--- config.mk ---
export PLATFORM = sky130hd
export DESIGN_NAME = dotprod_l2_cfu
export DESIGN_NICKNAME = d
export VERILOG_FILES = /design/src/rtl/cfu_pkg.sv /design/src/rtl/dotprod_pkg.sv /design/src/rtl/dotprod_lanes.sv /design/src/rtl/dotprod_l2_cfu.sv
export SDC_FILE = /design/constraint.sdc
export NUM_CORES = 1
export LEC_CHECK = 0
export BUFFER_PORTS_ARGS = -buffer_cell sky130_fd_sc_hd__buf_2
export CAP_MARGIN = 0
export CORE_AREA = 2 2 256 308
export CTS_CLUSTER_DIAMETER = 150
export CTS_CLUSTER_SIZE = 20
export DETAILED_ROUTE_END_ITERATION = 8
export DIE_AREA = 0 0 258 310
export PLACE_DENSITY_LB_ADDON = 0.12
export SYNTH_ARGS = -nofsm -noshare
export SYNTH_HDL_FRONTEND = slang
export SYNTH_HIERARCHICAL = 1
export SYNTH_SLANG_ARGS = --single-unit
--- constraint.sdc ---
create_clock -name clk -period 11.8 [get_ports clk]
set_input_delay 0.59 -clock clk [delete_from_list [all_inputs] [get_ports clk]]
set_output_delay 0.59 -clock clk [all_outputs]
set_load 0.1 [all_outputs]
--- src/rtl/cfu_pkg.sv ---
// Shared CFU-L2 definitions: standard function IDs, response status, context
// state/status word, and parameter-legality helpers.
package cfu_pkg;

  localparam int unsigned CFU_FUNC_ID_W_STD = 10;

  typedef enum logic [CFU_FUNC_ID_W_STD-1:0] {
    CFU_WRITE_STATE  = 10'd1020,
    CFU_READ_STATE   = 10'd1021,
    CFU_WRITE_STATUS = 10'd1022,
    CFU_READ_STATUS  = 10'd1023
  } cfid_t;

  typedef enum logic [1:0] {
    CFU_OK          = 2'd0,
    CFU_ERROR_FUNC  = 2'd1,
    CFU_ERROR_STATE = 2'd2,
    CFU_ERROR_OFF   = 2'd3
  } cfu_status_t;

  typedef enum logic [1:0] {
    CFU_CS_OFF   = 2'd0,
    CFU_CS_INIT  = 2'd1,
    CFU_CS_DIRTY = 2'd2,
    CFU_CS_CLEAN = 2'd3
  } cfu_cs_t;

  typedef struct packed {
    logic [19:0] rsvd;
    logic [9:0]  state_size;
    cfu_cs_t     cs;
  } cfu_csw_t;

  function automatic int unsigned cfu_id_w(int unsigned n_cfus);
    return (n_cfus > 1) ? $clog2(n_cfus) : 1;
  endfunction

  // One spare bit so out-of-range context indices are representable and reportable.
  function automatic int unsigned cfu_state_id_w(int unsigned n_states);
    return $clog2(n_states) + 1;
  endfunction

  function automatic bit cfu_data_w_ok(int unsigned w);
    return (w == 32) || (w == 64);
  endfunction

endpackage

--- src/rtl/dotprod_pkg.sv ---
// Dot-product CFU function IDs, FSM encoding and function-ID decode helpers.
package dotprod_pkg;
  import cfu_pkg::*;

  typedef enum logic [CFU_FUNC_ID_W_STD-1:0] {
    DP_DOT_U     = 10'd0,
    DP_DOT_ACC_U = 10'd1,
    DP_DOT_S     = 10'd2,
    DP_DOT_ACC_S = 10'd3
  } dotprod_cfid_t;

  typedef enum logic [1:0] {
    FSM_IDLE = 2'd0,
    FSM_MAC  = 2'd1,
    FSM_RESP = 2'd2
  } fsm_t;

  function automatic logic is_signed(logic [CFU_FUNC_ID_W_STD-1:0] func);
    return (func == DP_DOT_S) || (func == DP_DOT_ACC_S);
  endfunction

  function automatic logic is_acc(logic [CFU_FUNC_ID_W_STD-1:0] func);
    return (func == DP_DOT_ACC_U) || (func == DP_DOT_ACC_S);
  endfunction

endpackage

--- src/rtl/dotprod_lanes.sv ---
// Combinational LANES-wide element multiply and lane-sum reduction; products
// are sign- or zero-extended to SUM_W before summing.
module dotprod_lanes #(
  parameter int unsigned ELEM_W = 8,
  parameter int unsigned LANES  = 2,
  parameter int unsigned SUM_W  = 32
) (
  input  logic [LANES*ELEM_W-1:0] a_i,
  input  logic [LANES*ELEM_W-1:0] b_i,
  input  logic                    signed_i,
  output logic [SUM_W-1:0]        sum_o
);

  localparam int unsigned PROD_W = 2 * ELEM_W;

  logic [PROD_W-1:0] prod_c;
  logic [SUM_W-1:0]  ext_c;

  always_comb begin
    sum_o  = '0;
    prod_c = '0;
    ext_c  = '0;
    for (int unsigned i = 0; i < LANES; i++) begin
      if (signed_i) begin
        prod_c = PROD_W'($signed(a_i[i*ELEM_W +: ELEM_W])) * PROD_W'($signed(b_i[i*ELEM_W +: ELEM_W]));
        ext_c  = SUM_W'($signed(prod_c));
      end else begin
        prod_c = PROD_W'(a_i[i*ELEM_W +: ELEM_W]) * PROD_W'(b_i[i*ELEM_W +: ELEM_W]);
        ext_c  = SUM_W'(prod_c);
      end
      sum_o = sum_o + ext_c;
    end
  end

endmodule

--- src/rtl/dotprod_l2_cfu.sv ---
// Variable-latency CFU-L2 dot-product unit with per-context accumulators.
// Optional DOTPROD_L2_CFU_SAT_EN: saturating accumulate for funcs 1/3.
module dotprod_l2_cfu
  import cfu_pkg::*;
  import dotprod_pkg::*;
#(
  parameter int unsigned CFU_N_CFUS    = 1,
  parameter int unsigned CFU_N_STATES  = 2,
  parameter int unsigned CFU_FUNC_ID_W = 10,
  parameter int unsigned CFU_DATA_W    = 32,
  parameter int unsigned ELEM_W        = 8,
  parameter int unsigned LANES         = 2,
  localparam int unsigned CFU_CFU_ID_W   = cfu_id_w(CFU_N_CFUS),
  localparam int unsigned CFU_STATE_ID_W = cfu_state_id_w(CFU_N_STATES)
) (
  input  logic                      clk,
  input  logic                      rst,
  input  logic                      clk_en,
  input  logic                      req_valid,
  output logic                      req_ready,
  input  logic [CFU_CFU_ID_W-1:0]   req_cfu,
  input  logic [CFU_STATE_ID_W-1:0] req_state,
  input  logic [CFU_FUNC_ID_W-1:0]  req_func,
  input  logic [CFU_DATA_W-1:0]     req_data0,
  input  logic [CFU_DATA_W-1:0]     req_data1,
  output logic                      resp_valid,
  input  logic                      resp_ready,
  output cfu_status_t               resp_status,
  output logic [CFU_DATA_W-1:0]     resp_data
);

  localparam int unsigned E       = CFU_DATA_W / ELEM_W;
  localparam int unsigned P       = E / LANES;
  localparam int unsigned CNT_W   = (P > 1) ? $clog2(P) : 1;
  localparam int unsigned IDX_W   = (CFU_N_STATES > 1) ? $clog2(CFU_N_STATES) : 1;
  localparam int unsigned SLICE_W = LANES * ELEM_W;
`ifdef DOTPROD_L2_CFU_SAT_EN
  localparam int unsigned PS_W    = CFU_DATA_W + $clog2(E);
  localparam int unsigned SW      = PS_W + 1;
`else
  localparam int unsigned PS_W    = CFU_DATA_W;
`endif

  if (!cfu_data_w_ok(CFU_DATA_W) || CFU_FUNC_ID_W != $bits(cfid_t) || CFU_N_STATES < 1 ||
      ELEM_W > CFU_DATA_W || (E % LANES) != 0) begin : g_param_err
    $error("dotprod_l2_cfu: illegal parameter set");
  end

  fsm_t                  fsm_q;
  logic [CNT_W-1:0]      cnt_q;
  logic [PS_W-1:0]       psum_q;
  logic [IDX_W-1:0]      idx_q;
  logic                  sgn_q, accf_q;
  logic [CFU_DATA_W-1:0] a_q, b_q;
  logic [CFU_DATA_W-1:0] acc_q [CFU_N_STATES];
  cfu_cs_t               cs_q  [CFU_N_STATES];
  logic                  req_ready_q, resp_valid_q;
  cfu_status_t           resp_status_q;
  logic [CFU_DATA_W-1:0] resp_data_q;

  logic                  state_bad_c, func_dot_c, func_std_c, func_sts_c;
  logic [IDX_W-1:0]      ridx_c;
  cfu_cs_t               cur_cs_c, new_cs_c;
  cfu_csw_t              csw_c;
  cfu_status_t           err_c;
  logic [SLICE_W-1:0]    a_sl_c, b_sl_c;
  logic [PS_W-1:0]       lane_sum_c, psum_nxt_c;
  logic [CFU_DATA_W-1:0] base_c, result_c;
  logic                  unused_c;

  assign unused_c = ^req_cfu;

  // Request decode and error precedence: bad state, then context off, then unknown func.
  always_comb begin
    state_bad_c = (req_state >= CFU_STATE_ID_W'(CFU_N_STATES));
    ridx_c      = state_bad_c ? '0 : IDX_W'(req_state);
    cur_cs_c    = cs_q[ridx_c];
    new_cs_c    = cfu_cs_t'(req_data0[1:0]);
    func_dot_c  = (req_func < CFU_FUNC_ID_W'(4));
    func_std_c  = (req_func >= CFU_WRITE_STATE);
    func_sts_c  = (req_func == CFU_WRITE_STATUS) || (req_func == CFU_READ_STATUS);
    csw_c       = '{rsvd: '0, state_size: 10'd1, cs: cur_cs_c};
    if (state_bad_c)                              err_c = CFU_ERROR_STATE;
    else if (cur_cs_c == CFU_CS_OFF && !func_sts_c) err_c = CFU_ERROR_OFF;
    else if (!func_dot_c && !func_std_c)          err_c = CFU_ERROR_FUNC;
    else                                          err_c = CFU_OK;
  end

  assign a_sl_c = SLICE_W'(a_q >> (32'(cnt_q) * SLICE_W));
  assign b_sl_c = SLICE_W'(b_q >> (32'(cnt_q) * SLICE_W));

  dotprod_lanes #(
    .ELEM_W (ELEM_W),
    .LANES  (LANES),
    .SUM_W  (PS_W)
  ) u_lanes (
    .a_i      (a_sl_c),
    .b_i      (b_sl_c),
    .signed_i (sgn_q),
    .sum_o    (lane_sum_c)
  );

  // Final-pass result: base plus completed partial sum, optionally clamped.
`ifdef DOTPROD_L2_CFU_SAT_EN
  logic signed [SW-1:0] sw_c, smax_c, smin_c;
  logic [SW-1:0]        uw_c;
`endif
  always_comb begin
    psum_nxt_c = psum_q + lane_sum_c;
    base_c     = accf_q ? acc_q[idx_q] : '0;
`ifdef DOTPROD_L2_CFU_SAT_EN
    smax_c   = SW'($signed({1'b0, {(CFU_DATA_W-1){1'b1}}}));
    smin_c   = SW'($signed({1'b1, {(CFU_DATA_W-1){1'b0}}}));
    sw_c     = SW'($signed(base_c)) + SW'($signed(psum_nxt_c));
    uw_c     = SW'(base_c) + SW'(psum_nxt_c);
    result_c = CFU_DATA_W'(psum_nxt_c);
    if (accf_q && sgn_q) begin
      if (sw_c > smax_c)      result_c = {1'b0, {(CFU_DATA_W-1){1'b1}}};
      else if (sw_c < smin_c) result_c = {1'b1, {(CFU_DATA_W-1){1'b0}}};
      else                    result_c = CFU_DATA_W'(sw_c);
    end else if (accf_q) begin
      if (uw_c > SW'({CFU_DATA_W{1'b1}})) result_c = '1;
      else                                result_c = CFU_DATA_W'(uw_c);
    end
`else
    result_c = base_c + CFU_DATA_W'(psum_nxt_c);
`endif
  end

  // Control FSM, context storage and registered response.
  always_ff @(posedge clk) begin
    if (rst) begin
      fsm_q         <= FSM_IDLE;
      cnt_q         <= '0;
      psum_q        <= '0;
      req_ready_q   <= 1'b1;
      resp_valid_q  <= 1'b0;
      resp_status_q <= CFU_OK;
      resp_data_q   <= '0;
      for (int unsigned i = 0; i < CFU_N_STATES; i++) begin
        acc_q[i] <= '0;
        cs_q[i]  <= CFU_CS_INIT;
      end
    end else if (clk_en) begin
      case (fsm_q)
        FSM_IDLE: begin
          if (req_valid) begin
            req_ready_q   <= 1'b0;
            fsm_q         <= FSM_RESP;
            resp_valid_q  <= 1'b1;
            resp_status_q <= err_c;
            resp_data_q   <= '0;
            if (err_c == CFU_OK) begin
              if (func_dot_c) begin
                fsm_q        <= FSM_MAC;
                resp_valid_q <= 1'b0;
                idx_q        <= ridx_c;
                sgn_q        <= is_signed(CFU_FUNC_ID_W_STD'(req_func));
                accf_q       <= is_acc(CFU_FUNC_ID_W_STD'(req_func));
                a_q          <= req_data0;
                b_q          <= req_data1;
                cnt_q        <= '0;
                psum_q       <= '0;
              end else begin
                case (req_func)
                  CFU_WRITE_STATE: begin
                    acc_q[ridx_c] <= req_data0;
                    cs_q[ridx_c]  <= CFU_CS_DIRTY;
                    resp_data_q   <= req_data0;
                  end
                  CFU_READ_STATE: resp_data_q <= acc_q[ridx_c];
                  CFU_WRITE_STATUS: begin
                    resp_data_q  <= CFU_DATA_W'(csw_c);
                    cs_q[ridx_c] <= new_cs_c;
                    if (new_cs_c == CFU_CS_OFF || new_cs_c == CFU_CS_INIT) acc_q[ridx_c] <= '0;
                  end
                  CFU_READ_STATUS: resp_data_q <= CFU_DATA_W'(csw_c);
                  default: ;
                endcase
              end
            end
          end
        end
        FSM_MAC: begin
          psum_q <= psum_nxt_c;
          cnt_q  <= cnt_q + CNT_W'(1);
          if (cnt_q == CNT_W'(P - 1)) begin
            acc_q[idx_q]  <= result_c;
            cs_q[idx_q]   <= CFU_CS_DIRTY;
            resp_data_q   <= result_c;
            resp_status_q <= CFU_OK;
            resp_valid_q  <= 1'b1;
            fsm_q         <= FSM_RESP;
          end
        end
        FSM_RESP: begin
          if (resp_ready) begin
            resp_valid_q <= 1'b0;
            req_ready_q  <= 1'b1;
            fsm_q        <= FSM_IDLE;
          end
        end
        default: fsm_q <= FSM_IDLE;
      endcase
    end
  end

  assign req_ready   = req_ready_q;
  assign resp_valid  = resp_valid_q;
  assign resp_status = resp_status_q;
  assign resp_data   = resp_data_q;

endmodule
==> qor.txt, run 1 <==
Worst-Margin Slew -> 1.175 ns
DR vias -> 19170
Global-route wire length before repair -> 115.8 mm
Vias in the first global route -> 19730
Vias per cell -> 5.162
CP Max Fanout -> 26
Max-slew violation count -> 0
Synth area leaders -> edfxtp_1 18%, fa_1 15%, ha_1 11%, dfxtp_1 6.3%, inv_1 5.7%
Wire per inst -> 20.57 um
Max-slew headroom -> 21.35%
Synthesized area -> 22920 um^2
Die height -> 310 um
Post-synthesis cell count -> 2614
Rows -> 112
Grt ovf -> 0
Slowest library cell on the worst path -> or4b_2
P per Cell Area -> 60.31 nW/um^2
Worst skew pair latency -> 0.53 ns
Most common cell after layout, fill and taps aside -> inv_1
Most frequent cells in the layout -> 345 x inv_1, 255 x nand2_1, 196 x ha_1, 195 x a21oi_1, 173 x fa_1
WS Path Type -> flop to flop
Synth Net Count -> 3066
# setup viols final -> 0
LEAKAGE -> 11.13 nW
Post-Layout Cell Count -> 3714
Die width -> 258 um
CTS tree -> done
Port Buf Inserts -> 116
IO Pins -> 118
Layout area overhead -> 9.779%
Initial antenna violation count -> 4
First-pass iteration count of the detailed router -> 6
Top cell type's share of synthesized area -> 17.69%
CTS max path bufs -> 3
Nets -> 3131
Worst IR Drop VDD -> 0.00006228 V
Post-synth EDFFs -> 135
Reg clk slew, reported paths -> 0.10 ns
Top FF cell, synth -> edfxtp_1
Max H-tree Level -> 1
Gr usage total -> 18.85%
Worst setup SP type -> flop
DRC -> 0
Hold Slack -> 0.2320 ns
Fillers -> 8011
Fmax achieved -> 90.14 MHz
Setup ws final -> 0.7065 ns
Critical Path RT -> 12.19 ns
Slowest stage delay, CP -> 0.66 ns
CTS Sinks -> 207
Seq cells post-synth -> 207
CP endpoint kind -> flop
Synth area leader -> edfxtp_1
Starting Density -> 29.68%
Post-DP HPWL -> 58.93 mm
Post-Route Utilization -> 32.58%
Layout cells sized above 1 -> 10.42%
Core Region -> 77210 um^2
Routability cong. -> 0.8680
Placed Instances -> 3689
Syn_area_per_cell -> 8.767 um^2
YS warnings -> 6
TNS Setup -> 0 ns
Pre-CTS setup slack -> 0.4742 ns
Final wirelength -> 76.40 mm
Sequential share of the synthesized area -> 23.98%
Post-synth ARST share -> 0%
Final Hold Violating Endpoints -> 0
ANT nets after route -> 0
Largest net degree at the start of global routing -> 62
Tmin final -> 11.09 ns
Hold-fix buffers, CTS -> 0
Run status -> complete, no violations
Die area -> 79980 um^2
Critical Path AT -> 11.49 ns
Clk_skew -> 0.03169 ns
Max-cap violations -> 0
Unrepaired setup endpoints after global routing -> no
Root buf cell -> clkbuf_16
Hold/Removal Path Class -> input port to flop
Cell variety after synth -> 99
Tcrit/Tclk final -> 94.01%
Total CTS buffers -> 14
Iteration-0 DRC count of the detailed router -> 1144
-- Yosys cell counts (45+ instances only) --
cell type	count
edfxtp_1	135
xnor2_1	65
fa_1	173
mux2_2	45
a21oi_1	197
o21ai_0	137
ha_1	197
and2_1	116
nand2_1	255
mux2i_1	51
clkbuf_1	83
xor2_1	45
nand3_1	55
nor2_1	138
dfxtp_1	72
inv_1	345
-- critical path, delay by kind of cell (launching register included) --
| kind | cells | cell delay (ns) |
|---|---|---|
| XOR/XNOR | 1 | 0.15 |
| multiplexers | 3 | 0.91 |
| adder cells (fa/ha/maj) | 8 | 3.47 |
| flip-flops | 1 | 0.36 |
| AO/OA/AOI/OAI | 13 | 3.03 |
| AND/OR/NAND/NOR | 10 | 2.39 |
| buffers and inverters | 6 | 0.61 |
-- final timing paths --
path | cells after the start | start | slack [ns] | to
worst min-delay path | 1 | req_data1[4] | 0.23 | b_q[4]
worst min register to register | 2 | psum_q[0] | 0.46 | psum_q[0]
worst max register to register | 41 | cnt_q | 0.71 | acc_q[0][30]
worst max-delay path | 41 | cnt_q | 0.71 | acc_q[0][30]
-- stage by stage --
stage	total power, mW	area (um^2)
after floorplan	0.9343	22920
after global placement	0.9990	24720
after detailed placement	0.9999	24720
after CTS	1.539	25140
after global routing	1.567	25150
final	1.517	25160
-- cell families (layout without fill, tap and decap cells) --
logic type	count (synthesis)	after routing	share of synthesized area (%)
DFF	207	207	23.98
other	0	2	0
AOI/OAI and AO/OA	607	607	17.12
muxes	96	96	4.439
xor gates and xnor gates	112	112	4.379
buffers and inverters	454	526	7.573
adders and majority gates	370	370	25.87
and+or+nand+nor	768	768	16.64
-- what timing repair did --
action	in CTS	in global routing
setup buffers	0	0
gates resized for setup	0	3
endpoints found under the setup margin	0	17
hold endpoints to repair	0	0
-- flip-flops by register name, indices dropped and copies added (netlist names), 2 cells and up, named ones only --
name         cells
cs_q             4
resp_status      2
a_q             32
psum_q          32
fsm_q            2
b_q             32
resp_data       32
acc_q           64
-- where the power goes --
| part | internal (mW) | switching [mW] | total [mW] |
|---|---|---|---|
| registers | 0.787 | 0.00916 | 0.796 |
| logic | 0.0402 | 0.146 | 0.186 |
| clock network | 0.243 | 0.292 | 0.535 |
-- cell type report --
class	instances	area, um^2	share of cell area, %
tap	1026	1284	5.103
sequential	207	5498	21.85
clock inverter	3	17.52	0.06963
multi-input combinational	1953	15750	62.62
antenna	2	5.005	0.01989
clock buffer	20	404.1	1.606
timing repair buffer	156	893.4	3.551
inverter	347	1303	5.178
-- per-layer routing --
layer | vias up | share of wire, % | track usage [%]
met5 | - | 0.012 | 0
met4 | 2 | 3.8 | 7.165
met3 | 102 | 3.8 | 1.694
met2 | 486 | 51 | 34.63
met1 | 9475 | 42 | 22.74
li1 | 9105 | - | -
Note: power is estimated with default switching activity, not from simulation.
==> inputs of run 2 (changes only) <==
--- a/config.mk
+++ b/config.mk
@@ -7,6 +7,8 @@
 export LEC_CHECK = 0
 export BUFFER_PORTS_ARGS = -buffer_cell sky130_fd_sc_hd__buf_2
 export CAP_MARGIN = 0
+export CELL_PAD_IN_SITES_DETAIL_PLACEMENT = 0
+export CELL_PAD_IN_SITES_GLOBAL_PLACEMENT = 1
 export CORE_AREA = 2 2 256 308
 export CTS_CLUSTER_DIAMETER = 150
 export CTS_CLUSTER_SIZE = 20
==> run 2 against run 1 <==
Effect of this change:
- routed wire length is 3.6% higher
- non-clock buffer count is 4 higher
- global-route usage grew 0.81 points
- total power increased by 2.6%
- via count is 0.74% lower
- final area rose by 0.33%
- fmax is 0.12% lower
- final cell count increased by 0.13%
- setup slack lost 0.014 ns
- sequential power hardly changed
==> qor.txt, run 2 (synthesis results as in run 1) <==
Run status -> complete, no violations
Unrepaired setup endpoints after global routing -> no
Max-slew headroom -> 25.01% (+3.7 points)
Hold-fix buffers, CTS -> 0 (unchanged)
Sequential power share -> 51.1% (-1.4 points)
Layout cells sized above 1 -> 10.66% (+0.23 points)
Die width -> 258 um (unchanged)
Total CTS buffers -> 15 (+1)
Placed Instances -> 3693 (+0.11%)
Reg2reg end -> acc_q[1][26]
Footprint of the multi-input gates -> 15750 um^2 (about the same)
Worst hold path depth -> 1 (unchanged)
Critical Path AT -> 11.38 ns (-0.11 ns)
Port Buf Inserts -> 116 (unchanged)
Setup Buffers After CTS -> 0 (unchanged)
Worst IR Drop VDD -> 0.00007025 V (+13%)
Max reg flops -> 64 (unchanged)
Routability cong. -> 0.8146 (-6.2%)
P per Cell Area -> 61.69 nW/um^2 (+2.3%)
Die height -> 310 um (unchanged)
Largest net degree at the start of global routing -> 69 (+11%)
Crit path depth -> 39 (-4.9%)
Wire per inst -> 21.28 um (+3.5%)
CP Max Fanout -> 13 (-50%)
Worst-Margin Slew -> 1.125 ns (-0.05064 ns)
Root buf cell -> clkbuf_16
Worst skew pair latency -> 0.54 ns (about the same)
DR vias -> 19030 (-0.74%)
R2R depth -> 39 (-4.9%)
Grt ovf -> 0 (unchanged)
Comb power frac -> 11.9% (-0.4 points)
Clk_skew -> 0.02754 ns (-0.004150 ns)
Final Hold Violating Endpoints -> 0 (unchanged)
Most frequent cells in the layout -> 345 x inv_1, 254 x nand2_1, 196 x ha_1, 195 x a21oi_1, 173 x fa_1
Initial antenna violation count -> 3 (-1)
Reg-to-reg startpoint -> cnt_q
Antenna Cells -> 0 (-2)
CTS tree -> done
# setup viols final -> 0 (unchanged)
Final wirelength -> 79.14 mm (+3.6%)
Crit-path leading delay family -> adder cells
Sw power -> 0.4631 mW (+3.5%)
Slowest stage delay, CP -> 0.64 ns (-0.02 ns)
Global-route wire length before repair -> 120.6 mm (+4.1%)
Nets -> 3136 (+0.16%)
Rows -> 112 (unchanged)
Critical Path RT -> 12.07 ns (-0.12 ns)
Post-CTS sizing -> 0 (unchanged)
CTS Sinks -> 207 (unchanged)
Pint -> 1.094 mW (+2.3%)
Vias per cell -> 5.116 (-0.87%)
Hold/Removal Path Class -> input port to flop
CTS max path bufs -> 3 (unchanged)
First-pass iteration count of the detailed router -> 5 (-1)
Starting Density -> 29.68% (unchanged)
ANT nets after route -> 0 (unchanged)
Most common cell after layout, fill and taps aside -> inv_1
Worst setup SP type -> flop
Vias in the first global route -> 19880 (+0.78%)
Die area -> 79980 um^2 (unchanged)
DRC -> 0 (unchanged)
Hold path start -> req_data1[30]
Reg clk slew, reported paths -> 0.10 ns (about the same)
Core Region -> 77210 um^2 (unchanged)
Tcrit/Tclk final -> 94.13% (+0.11 points)
Layout area overhead -> 10.14%
IO Pins -> 118 (unchanged)
Max-cap violations -> 0 (unchanged)
Sw Ratio -> 29.74% (+0.24 points)
LEAKAGE -> 11.17 nW (+0.35%)
Slowest library cell on the worst path -> or4b_2
Fillers -> 8087 (+0.95%)
Max-slew violation count -> 0 (unchanged)
TNS Setup -> 0 ns (unchanged)
WS Path Type -> flop to flop
Post-DP HPWL -> 60.84 mm (+3.2%)
Fmax achieved -> 90.03 MHz (-0.12%)
CP startpoint -> cnt_q
Tmin final -> 11.11 ns (+0.01355 ns)
Post-Layout Cell Count -> 3719 (+0.13%)
Crit path to -> acc_q[1][26]
Top reg by flops -> acc_q
Gr usage total -> 19.66% (+0.81 points)
Max H-tree Level -> 1 (unchanged)
Clk pwr share -> 37.0% (+1.7 points)
Iteration-0 DRC count of the detailed router -> 953 (-17%)
CP endpoint kind -> flop
FF+latch area -> 5498 um^2 (unchanged)
Worst R2R Setup Slack -> 0.69 ns (about the same)
Sum of buffers and inverters on the critical path -> 6 (unchanged)
[run 2: worst min path at each step]
stage | endpoint | slack [ns]
3_3_place_gp | resp_status[0] | 0.45
4_1_cts | b_q[23] | 0.19
2_1_floorplan | psum_q[0] | 0.44
5_1_grt | b_q[6] | 0.21
3_5_place_dp | resp_status[0] | 0.45
6_report | b_q[30] | 0.23
[run 2: per-stage QoR]
stage | area (um^2) | util (%) | hold slack (ns) | setup slack, ns | power [mW]
floorplan | 22920 | - | 0.4362 | 1.470 | 0.9343
global placement | 24760 | 32.07 | 0.4457 | 0.4967 | 0.9972
detailed placement | 24760 | 32.07 | 0.4472 | 0.5079 | 0.9985
global route | 25240 | 32.69 | 0.2065 | 0.006419 | 1.615
finish | 25240 | 32.69 | 0.2278 | 0.6930 | 1.557
CTS | 25230 | 32.68 | 0.1912 | 0.4504 | 1.583
[run 2: area by class of cell]
type	count	area share, %
Multi-Input combinational cell	1953	62.40
Sequential cell	207	21.78
Clock inverter	6	0.3024
Clock buffer	20	1.562
Tap cell	1026	5.086
Timing Repair Buffer	160	3.708
Inverter	347	5.161
[run 2: routing by layer]
| metal | wire length [um] | share of wire (%) | track usage [%] | vias to the layer above |
|---|---|---|---|---|
| met1 | 33640 | 42 | 24.27 | 9508 |
| met5 | 0 | 0 | 0 | - |
| li1 | - | - | - | 9121 |
| met2 | 41830 | 53 | 37.47 | 335 |
| met4 | 1265 | 1.6 | 3.603 | 0 |
| met3 | 2416 | 3.1 | 1.474 | 64 |
[run 2: power groups by stage]
| stage | sequential, mW | combinational (mW) | clock, mW |
|---|---|---|---|
| final | 0.796 | 0.185 | 0.576 |
| after global routing | 0.798 | 0.196 | 0.621 |
| after CTS | 0.796 | 0.187 | 0.600 |
| after detailed placement | 0.812 | 0.186 | 0 |
| after global placement | 0.812 | 0.185 | 0 |
| after floorplan | 0.880 | 0.0545 | 0 |
==> inputs of run 3 (changes only) <==
--- a/config.mk
+++ b/config.mk
@@ -14,7 +14,7 @@
 export CTS_CLUSTER_SIZE = 20
 export DETAILED_ROUTE_END_ITERATION = 8
 export DIE_AREA = 0 0 258 310
-export PLACE_DENSITY_LB_ADDON = 0.12
+export PLACE_DENSITY = 0.51
 export SYNTH_ARGS = -nofsm -noshare
 export SYNTH_HDL_FRONTEND = slang
 export SYNTH_HIERARCHICAL = 1
==> run 3 against run 2 <==
Effect of this change:
- critical path depth rose by 1
- sequential power barely moved
- die area did not move
- fmax rose by 0.75%
- global-route usage barely moved
- setup slack improved by 0.083 ns
- highest routed layer unchanged
==> qor.txt, run 3 (synthesis results as in run 1) <==
Max-slew headroom -> 23.65% (-1.4 points)
FF+latch area -> 5498 um^2 (unchanged)
Max reg flops -> 64 (unchanged)
Run status -> complete, no violations
Antenna Cells -> 0 (unchanged)
Max-slew violation count -> 0 (unchanged)
Iteration-0 DRC count of the detailed router -> 965 (+1.3%)
Total CTS buffers -> 14 (-1)
Die area -> 79980 um^2 (unchanged)
IO Pins -> 118 (unchanged)
Total power -> 1.515 mW (-2.7%)
TNS Setup -> 0 ns (unchanged)
Root buf cell -> clkbuf_16
Worst IR Drop VDD -> 0.00006813 V (-3.0%)
Worst-Margin Slew -> 1.145 ns (+0.02039 ns)
Clk_skew -> 0.02755 ns (+0.00001130 ns)
Footprint of the multi-input gates -> 15780 um^2 (+0.17%)
Rows -> 112 (unchanged)
Grt ovf -> 0 (unchanged)
Sum of buffers and inverters on the critical path -> 8 (+2)
CP endpoint kind -> flop
Top reg by flops -> acc_q
Max H-tree Level -> 1 (unchanged)
Final wirelength -> 78.90 mm (-0.31%)
Tcrit/Tclk final -> 93.43% (-0.70 points)
Setup Buffers After CTS -> 0 (unchanged)
Slowest library cell on the worst path -> or4b_1
Fmax achieved -> 90.71 MHz (+0.75%)
Die width -> 258 um (unchanged)
Global-route wire length before repair -> 121.1 mm (+0.41%)
Slowest stage delay, CP -> 0.59 ns (-0.05 ns)
Post-CTS sizing -> 0 (unchanged)
LEAKAGE -> 11.15 nW (-0.13%)
Unrepaired setup endpoints after global routing -> no
Port Buf Inserts -> 116 (unchanged)
Die height -> 310 um (unchanged)
P per Cell Area -> 60.08 nW/um^2 (-2.6%)
Starting Density -> 29.68% (unchanged)
Largest net degree at the start of global routing -> 69 (unchanged)
Final Hold Violating Endpoints -> 0 (unchanged)
DR vias -> 18950 (-0.44%)
Initial antenna violation count -> 2 (-1)
Critical Path AT -> 11.30 ns (-0.08 ns)
Worst skew pair latency -> 0.53 ns (about the same)
First-pass iteration count of the detailed router -> 5 (unchanged)
Core Region -> 77210 um^2 (unchanged)
Crit-path leading delay family -> adder cells
Nets -> 3138 (+0.064%)
Post-Layout Cell Count -> 3720 (+0.027%)
CTS Sinks -> 207 (unchanged)
Fillers -> 8084 (-0.037%)
Post-DP HPWL -> 60.67 mm (-0.28%)
WS Path Type -> flop to flop
Tmin final -> 11.02 ns (-0.08282 ns)
Vias in the first global route -> 20050 (+0.88%)
Vias per cell -> 5.093 (-0.46%)
Worst setup SP type -> flop
CP Max Fanout -> 26 (+13)
Most common cell after layout, fill and taps aside -> inv_1
Wire per inst -> 21.21 um (-0.33%)
Hold/Removal Path Class -> input port to flop
Reg clk slew, reported paths -> 0.09 ns (about the same)
CTS max path bufs -> 3 (unchanged)
Layout area overhead -> 10.06% (about the same)
# setup viols final -> 0 (unchanged)
Layout cells sized above 1 -> 10.69% (+0.033 points)
Placed Instances -> 3696 (+0.081%)
Critical Path RT -> 12.07 ns (about the same)
Max-cap violations -> 0 (unchanged)
Gr usage total -> 19.70% (+0.047 points)
Routability cong. -> 0.8124 (-0.27%)
Hold-fix buffers, CTS -> 0 (unchanged)
DRC -> 0 (unchanged)
CTS tree -> done
ANT nets after route -> 0 (unchanged)
Most frequent cells in the layout -> 345 x inv_1, 254 x nand2_1, 196 x ha_1, 194 x a21oi_1, 173 x fa_1
==> run 3: cell count changes in the layout (fill, tap and decap cells not counted), sizes merged <==
cell    previous run  this run
buf              160       163
clkbuf            20        22
inv              348       346
bufinv             1         0
clkinv             4         3
==> run 3: report_power, final <==
group | leakage [nW] | switching, mW | internal, mW
sequential | 1.89 | 0.00918 | 0.787
clock | 0.201 | 0.294 | 0.240
combinational | 9.07 | 0.145 | 0.0404
total | 11.2 | 0.448 | 1.07
==> run 3: per-stage QoR <==
stage	hold WS (ns)	utilization (%)	setup WS [ns]	instance area, um^2
CTS	0.2090	32.62	0.3497	25190
detailed placement	0.4506	32.08	0.3885	24770
floorplan	0.4362	-	1.470	22920
finish	0.2425	32.66	0.7758	25220
global route	0.2127	32.66	0.09752	25220
global placement	0.4445	32.08	0.4855	24770
==> run 3: path summary, 6_finish.rpt <==
kind,start,end,slack (ns),cells past startpoint
setup / recovery,cnt_q,acc_q[0][27],0.78,40
hold / removal,req_data1[23],b_q[23],0.24,1
hold reg to reg,psum_q[15],psum_q[15],0.46,2
setup reg to reg,cnt_q,acc_q[0][27],0.78,40
==> run 3: cell type report <==
type                    count  area share [%]
clock buffers              22           1.592
well taps                1026           5.090
repair buffers            163           3.750
inverters                 347           5.164
clock inverters             2         0.05953
multi-input cells        1953           62.55
flip-flops and latches    207           21.80
==> run 3: worst register-to-register path, delay by kind of cell (launching register included) <==
kind	cells	cell delay, ns
fa+ha+maj	8	3.55
compound gates	11	3.36
simple gates	9	1.60
buf+inv	8	1.02
mux	1	0.52
xor+xnor	3	0.39
flops	1	0.36
==> run 3: layer usage <==
layer  vias to the layer above  track usage, %  routed length, um
li1                       9144               -                  -
met1                      9408           24.01              33830
met2                       307           37.41              41260
met3                        86           1.279               1853
met4                         0           5.068               1961
met5                         -               0                  0
